### src/rtl/muu_dedup_blockformer.sv
// SHA-256 block former: packs 64-bit message words into padded 512-bit blocks,
// appending the 0x80 marker and the big-endian bit length of each message.
module muu_dedup_blockformer (
    input  logic         clk,
    input  logic         rst_n,
    input  logic [63:0]  value_data,
    input  logic         value_valid,
    input  logic         value_last,
    input  logic [2:0]   value_bytes,
    output logic         value_ready,
    output logic [511:0] block_data,
    output logic         block_valid,
    output logic         block_last,
    input  logic         block_ready
);

    typedef enum logic [1:0] {
        S_FILL  = 2'd0,
        S_HOLD  = 2'd1,
        S_EXTRA = 2'd2
    } state_t;

    state_t       r_state;
    state_t       w_state_next;

    logic [63:0]  r_asm [8];
    logic [63:0]  w_asm_next [8];
    logic         r_asm_last;
    logic         w_asm_last_next;
    logic [2:0]   r_idx;
    logic [2:0]   w_idx_next;
    logic [31:0]  r_cnt;
    logic [31:0]  w_cnt_next;
    logic         r_pad0;
    logic         w_pad0_next;
    logic         r_extra;
    logic         w_extra_next;

    logic [511:0] r_block_data;
    logic         r_block_valid;
    logic         r_block_last;
    logic         w_load;

    logic [3:0]   w_n;
    logic [5:0]   w_mask_sh;
    logic [5:0]   w_pad_sh;
    logic [63:0]  w_word;
    logic [63:0]  w_word_pad;
    logic [31:0]  w_cnt_add;
    logic [3:0]   w_p;
    logic [511:0] w_asm_flat;

    function automatic logic [63:0] f_bitlen(input logic [31:0] c);
        return {29'd0, c, 3'b000};
    endfunction

    // Valid byte count of the incoming word; non-last words are always full.
    assign w_n        = (value_last && (value_bytes != 3'd0)) ? {1'b0, value_bytes} : 4'd8;
    assign w_mask_sh  = {3'(4'd8 - w_n), 3'b000};
    assign w_pad_sh   = {3'(4'd7 - w_n), 3'b000};
    assign w_word     = value_data & (64'hFFFF_FFFF_FFFF_FFFF << w_mask_sh);
    assign w_word_pad = w_word | (64'h0000_0000_0000_0080 << w_pad_sh);
    assign w_cnt_add  = r_cnt + {28'd0, w_n};
    // Slot holding the 0x80 marker; 8 means it spills into an extra block.
    assign w_p        = (w_n == 4'd8) ? ({1'b0, r_idx} + 4'd1) : {1'b0, r_idx};

    generate
        for (genvar gi = 0; gi < 8; gi++) begin : g_flat
            assign w_asm_flat[511-64*gi -: 64] = r_asm[gi];
        end
    endgenerate

    always_comb begin
        w_state_next    = r_state;
        w_idx_next      = r_idx;
        w_cnt_next      = r_cnt;
        w_pad0_next     = r_pad0;
        w_extra_next    = r_extra;
        w_asm_last_next = r_asm_last;
        w_load          = 1'b0;
        for (int k = 0; k < 8; k++) begin
            w_asm_next[k] = r_asm[k];
        end

        case (r_state)
            S_FILL: begin
                if (value_valid) begin
                    w_cnt_next = w_cnt_add;
                    if (!value_last) begin
                        w_asm_next[r_idx] = w_word;
                        if (r_idx != 3'd7) begin
                            w_idx_next = r_idx + 3'd1;
                        end else begin
                            w_asm_last_next = 1'b0;
                            w_extra_next    = 1'b0;
                            w_state_next    = S_HOLD;
                        end
                    end else begin
                        w_asm_next[r_idx] = (w_n == 4'd8) ? w_word : w_word_pad;
                        if (w_p == 4'd8) begin
                            w_pad0_next = 1'b1;
                        end else if (w_n == 4'd8) begin
                            w_asm_next[w_p[2:0]] = 64'h8000_0000_0000_0000;
                        end
                        if (w_p <= 4'd6) begin
                            for (int k = 0; k < 7; k++) begin
                                if (4'(k) > w_p) begin
                                    w_asm_next[k] = 64'd0;
                                end
                            end
                            w_asm_next[7]   = f_bitlen(w_cnt_add);
                            w_asm_last_next = 1'b1;
                            w_extra_next    = 1'b0;
                        end else begin
                            // No room for the length word: finish in an extra block.
                            w_asm_last_next = 1'b0;
                            w_extra_next    = 1'b1;
                        end
                        w_state_next = S_HOLD;
                    end
                end
            end

            S_HOLD: begin
                if (!r_block_valid || block_ready) begin
                    w_load = 1'b1;
                    if (r_extra) begin
                        w_state_next = S_EXTRA;
                    end else begin
                        w_state_next = S_FILL;
                        w_idx_next   = 3'd0;
                        for (int k = 0; k < 8; k++) begin
                            w_asm_next[k] = 64'd0;
                        end
                        if (r_asm_last) begin
                            w_cnt_next  = 32'd0;
                            w_pad0_next = 1'b0;
                        end
                    end
                end
            end

            S_EXTRA: begin
                w_asm_next[0] = r_pad0 ? 64'h8000_0000_0000_0000 : 64'd0;
                for (int k = 1; k < 7; k++) begin
                    w_asm_next[k] = 64'd0;
                end
                w_asm_next[7]   = f_bitlen(r_cnt);
                w_asm_last_next = 1'b1;
                w_extra_next    = 1'b0;
                w_state_next    = S_HOLD;
            end

            default: begin
                w_state_next = S_FILL;
            end
        endcase
    end

    always_ff @(posedge clk or negedge rst_n) begin
        if (!rst_n) begin
            r_state    <= S_FILL;
            r_idx      <= 3'd0;
            r_cnt      <= 32'd0;
            r_pad0     <= 1'b0;
            r_extra    <= 1'b0;
            r_asm_last <= 1'b0;
            for (int k = 0; k < 8; k++) begin
                r_asm[k] <= 64'd0;
            end
        end else begin
            r_state    <= w_state_next;
            r_idx      <= w_idx_next;
            r_cnt      <= w_cnt_next;
            r_pad0     <= w_pad0_next;
            r_extra    <= w_extra_next;
            r_asm_last <= w_asm_last_next;
            for (int k = 0; k < 8; k++) begin
                r_asm[k] <= w_asm_next[k];
            end
        end
    end

    // Reload in HOLD takes priority so consecutive blocks leave no bubble.
    always_ff @(posedge clk or negedge rst_n) begin
        if (!rst_n) begin
            r_block_data  <= 512'd0;
            r_block_valid <= 1'b0;
            r_block_last  <= 1'b0;
        end else if (w_load) begin
            r_block_data  <= w_asm_flat;
            r_block_valid <= 1'b1;
            r_block_last  <= r_asm_last;
        end else if (block_ready) begin
            r_block_valid <= 1'b0;
        end
    end

    assign value_ready = (r_state == S_FILL) && rst_n;
    assign block_data  = r_block_data;
    assign block_valid = r_block_valid;
    assign block_last  = r_block_last;

endmodule

### config.mk
export PLATFORM = sky130hd
export DESIGN_NAME = muu_dedup_blockformer
export DESIGN_NICKNAME = d
export VERILOG_FILES = /design/src/rtl/muu_dedup_blockformer.sv
export SDC_FILE = /design/constraint.sdc
export NUM_CORES = 2
export LEC_CHECK = 0
export ABC_AREA = 1
export CORE_ASPECT_RATIO = 0.5
export CORE_UTILIZATION = 54
export DETAILED_ROUTE_END_ITERATION = 16
export GPL_TIMING_DRIVEN = 0
export PLACE_DENSITY = 0.86
export SYNTH_ARGS = -nofsm -noshare
export SYNTH_HDL_FRONTEND = slang
export SYNTH_SLANG_ARGS = --single-unit
### constraint.sdc
create_clock -name clk -period 2.9 [get_ports clk]
set_input_delay 0.58 -clock clk [delete_from_list [all_inputs] [get_ports clk]]
set_output_delay 0.58 -clock clk [all_outputs]
set_load 0.02 [all_outputs]
==> results by group <==
Run status
  • Outcome: finished with violations
  • Violated checks: negative setup slack

Floorplan
  • DIE WIDTH: 416 microns
  • Full die area: 87000 sq um
  • Die H: 209 microns
  • Core ar.: 84400 sq um
  • Std cell rows: 75
  • Initial Util: 0.549
  • Ports: 587

Pwr
  • Sequential share of power: 0.349
  • Lkg Pwr: 26.1 nW
  • Net switching fraction of the power: 0.433
  • Internal power: 33.8 mW
  • Comb pwr share: 0.427
  • Psw: 25.9 mW
  • Total power after layout: 59.7 mW
  • Pwr dens: 1030 nW/um^2
  • Maximum VDD drop: 0.578 mV
  • Clock power share: 0.224

Timing
  • Final slew viol count: 0
  • Minimum clock period: 2.98 ns
  • Peak Freq: 0.335 GHz
  • Final hold viol count: 0
  • Max-slew headroom: 0.0753
  • Finish-stage setup viols: 4
  • RSZ-0062 raised after global routing: true
  • Slew @ Worst Pin: 1.37 ns
  • Worst Clk Skew: 0.0374 ns
  • Final Cycle Share: 1.03
  • Final WS setup: -0.0840 ns

Global route
  • Initial antenna violation count: 31
  • Largest net degree at the start of global routing: 187
  • GRT Total Usage: 0.418
  • GRT overflow: 0
  • Vias in the first global route: 43148
  • First-pass GRT wire length: 270000 microns

Worst setup path
  • Crit path required time: 3.48 ns
  • Max Fanout on Critical Path: 10
  • Reg2Reg Setup Slack: 0.01 ns
  • Critical path data arrival time: 3.57 ns
  • Critical Path Sink Type: register
  • Critical path type: in2reg
  • R2R depth: 10
  • Startpoint types: input port

Routing
  • Met2 wire len: 80100 microns
  • Antenna Nets Post-Route: 0
  • Via-to-Cell Ratio: 6.26
  • DR WL met3: 24000 microns
  • Initial DRT Pass Iterations: 9
  • Routed length per instance: 26.3 microns
  • Total Routed Length: 186000 microns
  • Max Used Layer: met5
  • Vias: 44219
  • Initial DRC Count: 6737
  • DRC violations left: 0
  • WL met1: 66900 microns

Yosys
  • Yosys top cell by area: dfrtp_1
  • Post-Synthesis Mean Instance Area: 9.02 sq um
  • Sequential area share after synthesis: 0.576
  • Yosys warns: 0
  • FF+latch count, synth: 1066
  • Synthesized area: 46300 sq um
  • Top cells by area, synth: dfrtp_1, nand2_1, o21ai_0
  • Syn_nets: 5223
  • Asr flop ratio synth: 1.00
  • Most common flop cell mapped by yosys: dfrtp_1
  • Synth top area share: 0.576
  • Mapped Cells: 5133
  • Post-synth EDFFs: 0
  • Yosys cell types: 46

Clocking
  • Root buf cell: clkbuf_16
  • TritonCTS Sinks: 1066
  • Worst-Skew Late Latency: 0.72 ns
  • H-tree depth: 3
  • CTS tree: built
  • Max Buffers Root-to-Sink: 3
  • Total CTS buffers: 93
  • Clk slew on worst S/H paths: 0.08 ns

Placement
  • Dpl cell area: 53700 sq um
  • Port Buffer Count: 586
  • Post-Place Setup Slack: -1.98 ns
  • Hpwl dp: 133000 microns
  • Gpl congestion: 1.03

Layout
  • Share of cells above drive strength 1: 0.0970
  • Cell area after layout: 58100 sq um
  • Most frequent cells in the layout: nand2_1, dfrtp_1, o21ai_0, clkdlybuf4s50_1, inv_1
  • Most common cell after layout, fill and taps aside: nand2_1
  • Layout area overhead: 25.5%
  • Final core utilization: 0.689
  • Nets: 5935

Hold path
  • Hold WC Path Type: in2async

Flow run
  • Number of max-cap violations: 0
[metrics by stage]
step | cells | hold WS [ns] | TNS (ns)
after floorplan | 5133 | 0.284 | 0
after global placement | 6835 | 0.465 | -
after detailed placement | 6841 | 0.472 | -1336.15
after CTS | 7027 | 0.0595 | 0
after global routing | 7048 | 0.0776 | -0.175
final | 7065 | 0.00884 | -0.114
[power groups by stage]
stage                     clock network (mW)  registers (mW)  logic [mW]
final                                   13.4            20.8        25.5
after global routing                    13.8            21.0        26.8
after global placement                     0            21.0        23.1
after detailed placement                   0            20.9        24.0
after floorplan                            0            22.1        12.1
after CTS                               13.3            20.7        24.5
[cell type report]
type,count,area (sq um)
flip-flops and latches,1066,26700
diodes,34,85.1
clock buffers,133,2710
repair buffers,618,6480
fillers,6063,26300
well taps,1116,1400
clock inverters,32,468
multi-input cells,3118,16400
inverters,612,2360
plain buffers,336,1570
[synth_stat cells (2+ instances only)]
cell / count
a21oi_1: 36
a311oi_1: 2
a31oi_1: 11
buf_1: 18
buf_2: 96
buf_6: 16
clkbuf_1: 206
dfrtp_1: 1066
ha_1: 17
inv_1: 599
inv_2: 11
mux2_2: 68
mux2i_1: 3
nand2_1: 1273
nand2_2: 13
nand2_4: 4
nand3_1: 61
nand4_1: 16
nor2_1: 75
nor2_2: 3
nor3_1: 9
nor3b_1: 3
nor4_1: 2
o2111ai_1: 27
o211ai_1: 15
o21ai_0: 949
o21ai_1: 52
o22ai_1: 385
o22ai_2: 60
o31ai_1: 2
or2_0: 2
xor2_1: 19
[worst max-delay path, stage by stage]
cell and delay, ns:
clkdlybuf4s15_2 0.27, buf_6 0.20, buf_6 0.17, buf_6 0.17, nand2_2 0.14, ha_4 0.24, ha_2 0.34, buf_4 0.20
nand2_1 0.12, clkinv_4 0.19, nand2_2 0.19, nand2_4 0.07, buf_12 0.15, nor2_1 0.19, o21ai_1 0.14, nand2_1 0.11
nand2_1 0.06
[what timing repair did]
action                                  4_1_cts  5_1_grt
hold buffers                                  5        0
pin swaps                                     5        2
endpoints found under the hold margin        91        0
resized for setup                           155       75
gates cloned                                  5        0
endpoints found under the setup margin      982      616
buffers inserted                             11        5
[state kept, by name, summed over array words and instances (netlist names), named ones only]
signal,flops
block_data,512
r_asm,507
r_cnt,32
r_idx,3
r_state,2
block_last,1
block_valid,1
r_asm_last,1
r_extra,1
r_pad0,1
[layer usage]
metal  GRT usage  vias up
li1            -    18429
met1       0.528    21638
met2       0.602     3340
met3       0.151      804
met4       0.293        8
met5           0        -
[path summary, 6_finish.rpt]
kind	startpoint	endpoint
max	value_last	r_asm[71]$_DFFE_PN0P_
min	rst_n	r_cnt[9]$_DFFE_PN0P_
max reg2reg	r_idx[0]$_DFFE_PN0P_	r_asm[39]$_DFFE_PN0P_
min reg2reg	block_data[251]$_DFFE_PN0P_	block_data[251]$_DFFE_PN0P_
max in group asynchronous	rst_n	block_data[242]$_DFFE_PN0P_
min in group clk	block_data[251]$_DFFE_PN0P_	block_data[251]$_DFFE_PN0P_
[logic make-up (layout without fill, tap and decap cells)]
| logic type | count (synthesis) | in the layout | synth area share |
|---|---|---|---|
| AND/OR/NAND/NOR | 1466 | 1466 | 0.125 |
| multiplexers | 71 | 71 | 0.0172 |
| other | 0 | 34 | 0 |
| AO/OA/AOI/OAI | 1543 | 1543 | 0.191 |
| flip-flops | 1066 | 1066 | 0.576 |
| buffers and inverters | 949 | 1731 | 0.0823 |
| adder cells (fa/ha/maj) | 18 | 18 | 0.00503 |
| XOR/XNOR | 20 | 20 | 0.00378 |
(Power assumes the default switching activity.)
